===== src/rtl/cdd_pkg.sv =====
// cdd_pkg: shared FSM states, protocol codes and frame checksum for the CDD host link
package cdd_pkg;
  localparam int CW = 16;
  typedef enum logic [2:0] {IDLE, IRQ, TX_PUT, TX_WH, TX_WL, RX_WH, RX_WL, DONE} state_t;
  localparam logic [3:0] STOPPED = 4'd0, PLAYING = 4'd1, READTOC = 4'd9;
  localparam logic [3:0] NOP = 4'd0, STOP = 4'd1, TOC = 4'd2, PLAY = 4'd3, SEEK = 4'd4, PAUSE = 4'd6,
                         RESUME = 4'd7, FFW = 4'd8, REW = 4'd9, CLOSE = 4'd12, OPEN = 4'd13;
  // Frames are passed zero-extended to the 15-nibble maximum; n is the real length.
  function automatic logic [3:0] csum(input logic [59:0] f, input int n);
    logic [7:0] s;
    s = '0;
    for (int i = 0; i < 14; i++) if (i < n - 1) s = s + {4'b0, f[i*4 +: 4]};
    return ~s[3:0];
  endfunction
endpackage


===== src/rtl/cdd_tick_gen.sv =====
// cdd_tick_gen: MCU tick divider and IRQ period counter with 64/75 Hz select
// Ports: clk_sys_i/reset_i; fast_rate_i selects the play period;
// tick_o one-clk tick, irq_o one-clk period expiry (on a tick), half_o current period / 2.
module cdd_tick_gen import cdd_pkg::*; #(
  parameter int CLK_DIV      = 192,
  parameter int IRQ_PER_IDLE = 3906,
  parameter int IRQ_PER_PLAY = 3333
) (
  input  logic          clk_sys_i,
  input  logic          reset_i,
  input  logic          fast_rate_i,
  output logic          tick_o,
  output logic          irq_o,
  output logic [CW-1:0] half_o
);
  logic [CW-1:0] div_q, div_d, cnt_q, cnt_d, per;
  assign per    = fast_rate_i ? CW'(IRQ_PER_PLAY) : CW'(IRQ_PER_IDLE);
  assign half_o = per >> 1;
  assign tick_o = div_q == CW'(CLK_DIV - 1);
  // >= so a switch to the shorter period mid-count still wraps promptly
  assign irq_o  = tick_o && cnt_q >= per - 1'b1;
  always_comb begin
    div_d = tick_o ? '0 : div_q + 1'b1;
    cnt_d = irq_o ? '0 : tick_o ? cnt_q + 1'b1 : cnt_q;
  end
  always_ff @(posedge clk_sys_i) begin
    if (reset_i) begin
      div_q <= '0;
      cnt_q <= '0;
    end else begin
      div_q <= div_d;
      cnt_q <= cnt_d;
    end
  end
endmodule


===== src/rtl/cdd_link.sv =====
// cdd_link: drive-side emulator of the CDD nibble-serial host link
// Ports: clk_sys/reset; host side hock, cdd_din in, cdck, cdd_dout, cdd_nirq out;
// core side fast_rate, status_in, status_latch in, cmd_data, cmd_valid, cmd_err, timeout out.
module cdd_link import cdd_pkg::*; #(
  parameter int CLK_DIV       = 192,
  parameter int NIBBLES       = 10,
  parameter int IRQ_PER_IDLE  = 3906,
  parameter int IRQ_PER_PLAY  = 3333,
  parameter int TIMEOUT_TICKS = 64,
  parameter int CHECKSUM      = 1
) (
  input  logic                 clk_sys,
  input  logic                 reset,
  input  logic                 hock,
  input  logic [3:0]           cdd_din,
  output logic                 cdck,
  output logic [3:0]           cdd_dout,
  output logic                 cdd_nirq,
  input  logic                 fast_rate,
  input  logic [4*NIBBLES-1:0] status_in,
  input  logic                 status_latch,
  output logic [4*NIBBLES-1:0] cmd_data,
  output logic                 cmd_valid,
  output logic                 cmd_err,
  output logic                 timeout
);
  localparam int FW = 4 * NIBBLES;
  localparam logic [3:0] LAST = 4'(NIBBLES - 1);
  logic tick, irq_req, rise, fall, waiting, load, rx_ok;
  logic [CW-1:0] half, wait_q, wait_d;
  state_t state_q, state_d;
  logic [3:0] idx_q, idx_d, dout_q, dout_d, tx_nib;
  logic hock_prev_q, latch_prev_q, pending_q;
  logic [FW-1:0] shadow_q, active_q, buf_q, buf_d, cmd_q, cmd_d;
  logic cdck_q, cdck_d, nirq_q, nirq_d, valid_q, valid_d, err_q, err_d, tmo_q, tmo_d;
  cdd_tick_gen #(
    .CLK_DIV(CLK_DIV), .IRQ_PER_IDLE(IRQ_PER_IDLE), .IRQ_PER_PLAY(IRQ_PER_PLAY)
  ) u_tick (
    .clk_sys_i(clk_sys), .reset_i(reset), .fast_rate_i(fast_rate),
    .tick_o(tick), .irq_o(irq_req), .half_o(half)
  );
  assign rise    = tick & hock & ~hock_prev_q;
  assign fall    = tick & ~hock & hock_prev_q;
  assign waiting = state_q inside {TX_WH, TX_WL, RX_WH, RX_WL};
  assign tx_nib  = (CHECKSUM != 0 && idx_q == LAST) ? csum(60'(active_q), NIBBLES) : active_q[{idx_q, 2'b00} +: 4];
  assign rx_ok   = CHECKSUM == 0 || csum(60'(buf_q), NIBBLES) == buf_q[FW-1 -: 4];
  always_comb begin
    state_d = state_q;
    idx_d   = idx_q;
    buf_d   = buf_q;
    cmd_d   = cmd_q;
    cdck_d  = cdck_q;
    nirq_d  = nirq_q;
    dout_d  = dout_q;
    valid_d = 1'b0;
    err_d   = 1'b0;
    tmo_d   = 1'b0;
    load    = 1'b0;
    if (tick) begin
      case (state_q)
        IDLE: begin
          cdck_d = 1'b1;
          if (irq_req) begin
            state_d = IRQ;
            nirq_d  = 1'b0;
            load    = 1'b1;
          end
        end
        IRQ: begin
          if (!hock) begin
            nirq_d  = 1'b1;
            idx_d   = '0;
            state_d = TX_PUT;
          end else if (wait_q == half - 1'b1) begin
            nirq_d  = 1'b1;
            state_d = IDLE;
          end
        end
        TX_PUT: begin
          dout_d  = tx_nib;
          cdck_d  = 1'b0;
          state_d = TX_WH;
        end
        TX_WH: begin
          if (rise) begin
            cdck_d  = 1'b1;
            idx_d   = idx_q == LAST ? '0 : idx_q;
            state_d = idx_q == LAST ? RX_WH : TX_WL;
          end
        end
        TX_WL: begin
          if (fall) begin
            idx_d   = idx_q + 1'b1;
            state_d = TX_PUT;
          end
        end
        RX_WH: begin
          if (rise) begin
            buf_d[{idx_q, 2'b00} +: 4] = cdd_din;
            cdck_d  = 1'b1;
            state_d = RX_WL;
          end
        end
        RX_WL: begin
          if (fall) begin
            cdck_d  = 1'b0;
            idx_d   = idx_q == LAST ? idx_q : idx_q + 1'b1;
            state_d = idx_q == LAST ? DONE : RX_WH;
          end
        end
        DONE: begin
          cmd_d   = buf_q;
          valid_d = rx_ok;
          err_d   = !rx_ok;
          state_d = IDLE;
        end
        default: state_d = IDLE;
      endcase
      if (waiting && state_d == state_q && wait_q == CW'(TIMEOUT_TICKS - 1)) begin
        tmo_d   = 1'b1;
        cdck_d  = 1'b1;
        state_d = IDLE;
      end
    end
    // Wait counter restarts on every state change, so each handshake phase gets its own budget
    wait_d = !tick ? wait_q : state_d != state_q ? '0 : wait_q + 1'b1;
  end
  always_ff @(posedge clk_sys) begin
    if (reset) begin
      state_q     <= IDLE;
      idx_q       <= '0;
      wait_q      <= '0;
      buf_q       <= '0;
      cmd_q       <= '0;
      cdck_q      <= 1'b1;
      nirq_q      <= 1'b1;
      dout_q      <= '0;
      valid_q     <= 1'b0;
      err_q       <= 1'b0;
      tmo_q       <= 1'b0;
      hock_prev_q <= 1'b1;
    end else begin
      state_q     <= state_d;
      idx_q       <= idx_d;
      wait_q      <= wait_d;
      buf_q       <= buf_d;
      cmd_q       <= cmd_d;
      cdck_q      <= cdck_d;
      nirq_q      <= nirq_d;
      dout_q      <= dout_d;
      valid_q     <= valid_d;
      err_q       <= err_d;
      tmo_q       <= tmo_d;
      hock_prev_q <= tick ? hock : hock_prev_q;
    end
  end
  // Status is double-buffered: a latch edge lands in the shadow, which only becomes
  // active at IRQ entry so a frame in flight never mixes old and new nibbles.
  always_ff @(posedge clk_sys) begin
    if (reset) begin
      latch_prev_q <= 1'b0;
      pending_q    <= 1'b0;
      shadow_q     <= '0;
      active_q     <= '0;
    end else begin
      latch_prev_q <= status_latch;
      if (load && pending_q) begin
        active_q  <= shadow_q;
        pending_q <= 1'b0;
      end
      if (status_latch && !latch_prev_q) begin
        shadow_q  <= status_in;
        pending_q <= 1'b1;
      end
    end
  end
  assign cdck      = cdck_q;
  assign cdd_dout  = dout_q;
  assign cdd_nirq  = nirq_q;
  assign cmd_data  = cmd_q;
  assign cmd_valid = valid_q;
  assign cmd_err   = err_q;
  assign timeout   = tmo_q;
endmodule

===== config.mk =====
export PLATFORM = sky130hd
export DESIGN_NAME = cdd_link
export DESIGN_NICKNAME = d
export VERILOG_FILES = /design/src/rtl/cdd_pkg.sv /design/src/rtl/cdd_tick_gen.sv /design/src/rtl/cdd_link.sv
export SDC_FILE = /design/constraint.sdc
export NUM_CORES = 1
export LEC_CHECK = 0
export ABC_AREA = 1
export BUFFER_PORTS_ARGS = -buffer_cell sky130_fd_sc_hd__buf_2
export CAP_MARGIN = 20
export CORE_MARGIN = 5
export CORE_UTILIZATION = 60
export DETAILED_ROUTE_END_ITERATION = 10
export GPL_TIMING_DRIVEN = 0
export PLACE_DENSITY = 0.8
export SYNTH_ARGS = -nofsm -noshare
export SYNTH_HDL_FRONTEND = slang
export SYNTH_HIERARCHICAL = 1
export SYNTH_SLANG_ARGS = --single-unit

===== constraint.sdc =====
create_clock -name clk_sys -period 4.1 [get_ports clk_sys]
set_clock_uncertainty 0.15 [all_clocks]
set_input_delay 0.82 -clock clk_sys [delete_from_list [all_inputs] [get_ports clk_sys]]
set_output_delay 0.82 -clock clk_sys [all_outputs]
set_load 0.005 [all_outputs]

==> results.txt <==
status: complete, no violations
#FFs+latches synth: 227
chip height: 151 um
most common cell after layout, fill and taps aside: nor2_1
CTS buffer count: 24
max-slew violations: 0
mapped cell area: 11900 sq um
Clock Sink Count: 227
Antenna Violating Nets Remaining: 0
Worst path most repeated cell: fa_1
Hold Crit Class: flop to flop
filler-free cell count of the finished design: 2039
first-pass GRT wire length: 48.1 mm
Die X: 151 um
antenna violations before repair: 0
simple-gate share of the synthesized area: 0.251
setup TNS: 0 ns
worst path bufs/invs: 1
Critical Path RT: 4.32 ns
GR peak layer: met2
xor/xnor share of the synthesized area: 0.0561
number of max-cap violations: 0
Hold Vio Cnt, Final: 0
number of synthesized flops with an enable pin: 0
M1 GR Usage: 0.347
total setup buffers inserted after CTS: 0
top_reg_cell synth: dfxtp_1
post-synthesis compound-gate area fraction: 0.138
Syn. warnings: 6
maximum VDD drop: 0.000349 V
final setup margin: 0.202 ns
vias in the first global route: 10200
mux contribution to synthesized area: 0
Final setup viols: 0
Cells after DPL: 1995
Storage cell area: 4540 sq um
M3 GR Usage: 0.0331
leak pwr: 5.77 nW
gr ovfl total: 0
Via density: 5.29
post-synthesis adder-cell area fraction: 0.0772
DRT Pass-1 Iters: 6
area of the multi-input gates: 6250 sq um
CTS Buffer Depth: 3
Post-Synthesis Cells: 1623
IO Pins: 98
Clk pin slew, worst setup/hold paths: 0.06 ns
CP Class: flop to flop
Initial Util: 0.610
CTS root buf: clkbuf_16
commonest cells after routing, fill and taps aside: nor2_1 (330), dfxtp_1 (227), nand2_1 (186)
wire per inst: 14.2 um
fill count: 1683
RSZ-0062 raised after global routing: no
DRT Wirelength: 28.9 mm
layout cells sized above 1: 0.127
I/O Buffers: 97
Die Area: 22700 sq um
synth unique cells: 46
synthesized area per cell: 7.31 sq um
final worst path period share: 0.951
Fmax: 0.257 GHz
Layout Nets: 1859
Hold-fix buffers, CTS: 0
final HPWL from detailed placement: 21.7 mm
htree depth: 1
Cell Chain, Critical Path: fa_1 -> inv_1 -> fa_1 -> fa_1 -> fa_1 -> xor2_1 -> xnor2_1 -> xnor2_1 -> xor2_1 -> xor2_1 -> o21ai_0 -> a21oi_1
core area: 19500 sq um
latest clock arrival within the worst-skew pair: 0.51 ns
pwr dens: 345 nW/um^2
fin crit period: 3.90 ns
sequential area share after synthesis: 0.383
CTS-repair resized insts: 0
critical path fanouts, max: 3
initial DRC count: 696
Setup WS pre-CTS: 0.228 ns
total power: 0.00467 W
CTS tree: yes
Least-Margin Pin Slew: 0.723 ns
Routability Congestion: 0.941
CP peak stage delay: 0.55 ns
pin count of the biggest net entering global routing: 16
CP max stage cell: fa_1
crit path DAT: 4.12 ns
diode count: 0
M2 GR Usage: 0.428
Post-route DRC: 0
synthesis-to-finish area growth: 14.0%
FFs w/ async S/R, synth: 0
largest family of logic cells by synthesized area: simple AND/OR/NAND/NOR gates
via count: 10800
Row Count: 51
All-Layer GR Usage: 0.255
Worst slew margin: 0.518
CP startpoint kind: flop
Largest delay share family, worst path: adder cells
critical path capture point type: flop
==> through the flow <==
stage          hold WS (ns)   util  instance area [sq um]
6_report              0.297  0.695                  13500
5_1_grt               0.327  0.695                  13500
4_1_cts               0.299  0.695                  13500
3_5_place_dp          0.292  0.654                  12700
3_3_place_gp          0.278  0.654                  12700
2_1_floorplan         0.268      -                  11900
==> flip-flops by register name (all words and copies together), names as in the netlist, 3 cells and up <==
register,flops
active_q,40
buf_q,40
cdd_dout,4
cmd_data,40
idx_q,4
shadow_q,40
state_q,3
u_tick/cnt_q,16
u_tick/div_q,16
wait_q,16
==> path summary, 6_finish.rpt <==
path                   start               to  slack (ns)  cells past startpoint
max              active_q[2]      cdd_dout[3]        0.20                     12
max reg2reg      active_q[2]      cdd_dout[3]        0.20                     12
min          u_tick/div_q[0]  u_tick/div_q[0]        0.30                      1
min reg2reg  u_tick/div_q[0]  u_tick/div_q[0]        0.30                      1
==> cells by family (layout without fill, tap and decap cells) <==
logic type               Yosys count  after routing
flip-flops                       227            227
buffers and inverters            268            409
AO/OA/AOI/OAI                    312            312
other                              2             12
AND/OR/NAND/NOR                  684            684
XOR/XNOR                          76             76
adder cells (fa/ha/maj)           54             54
==> layer usage <==
metal / vias to the layer above / part of all wire / wire length (um)
li1: 5449 / - / -
met5: - / 0 / 0
met4: 0 / 0.023 / 661
met1: 4965 / 0.45 / 13000
met2: 332 / 0.47 / 13600
met3: 50 / 0.058 / 1660
==> where the power goes <==
part | internal, W | switching, W | total [W]
logic | 0.0000775 | 0.000137 | 0.000215
registers | 0.00224 | 0.0000172 | 0.00226
clock network | 0.00130 | 0.000904 | 0.00220
==> worst reg2reg max path: stages, from the launching register on <==
cell     delay, ns
dfxtp_1       0.36
fa_1          0.55
inv_1         0.06
fa_1          0.51
fa_1          0.52
fa_1          0.45
xor2_1        0.20
xnor2_1       0.16
xnor2_1       0.16
xor2_1        0.21
xor2_1        0.09
o21ai_0       0.22
a21oi_1       0.11
==> synth_stat cells, types with 22 or more instances <==
library cell | instances | area [sq um]
nor2_1 | 330 | 1240
dfxtp_1 | 227 | 4540
nand2_1 | 186 | 698
o21ai_0 | 183 | 916
inv_1 | 175 | 657
a21oi_1 | 98 | 490
nand3_1 | 59 | 295
clkbuf_1 | 52 | 195
xor2_1 | 44 | 385
fa_1 | 32 | 641
xnor2_1 | 32 | 280
nor3_1 | 31 | 155
nand4_1 | 23 | 144
ha_1 | 22 | 275
==> area by class of cell <==
class                           instances  share of cell area
Multi-Input combinational cell       1138               0.462
Sequential cell                       227               0.336
Inverter                              188              0.0523
Clock buffer                           29              0.0496
Timing Repair Buffer                   97              0.0359
Buffer                                 80              0.0300
Tap cell                              265              0.0245
Clock inverter                         15              0.0103
(Power assumes the default switching activity.)
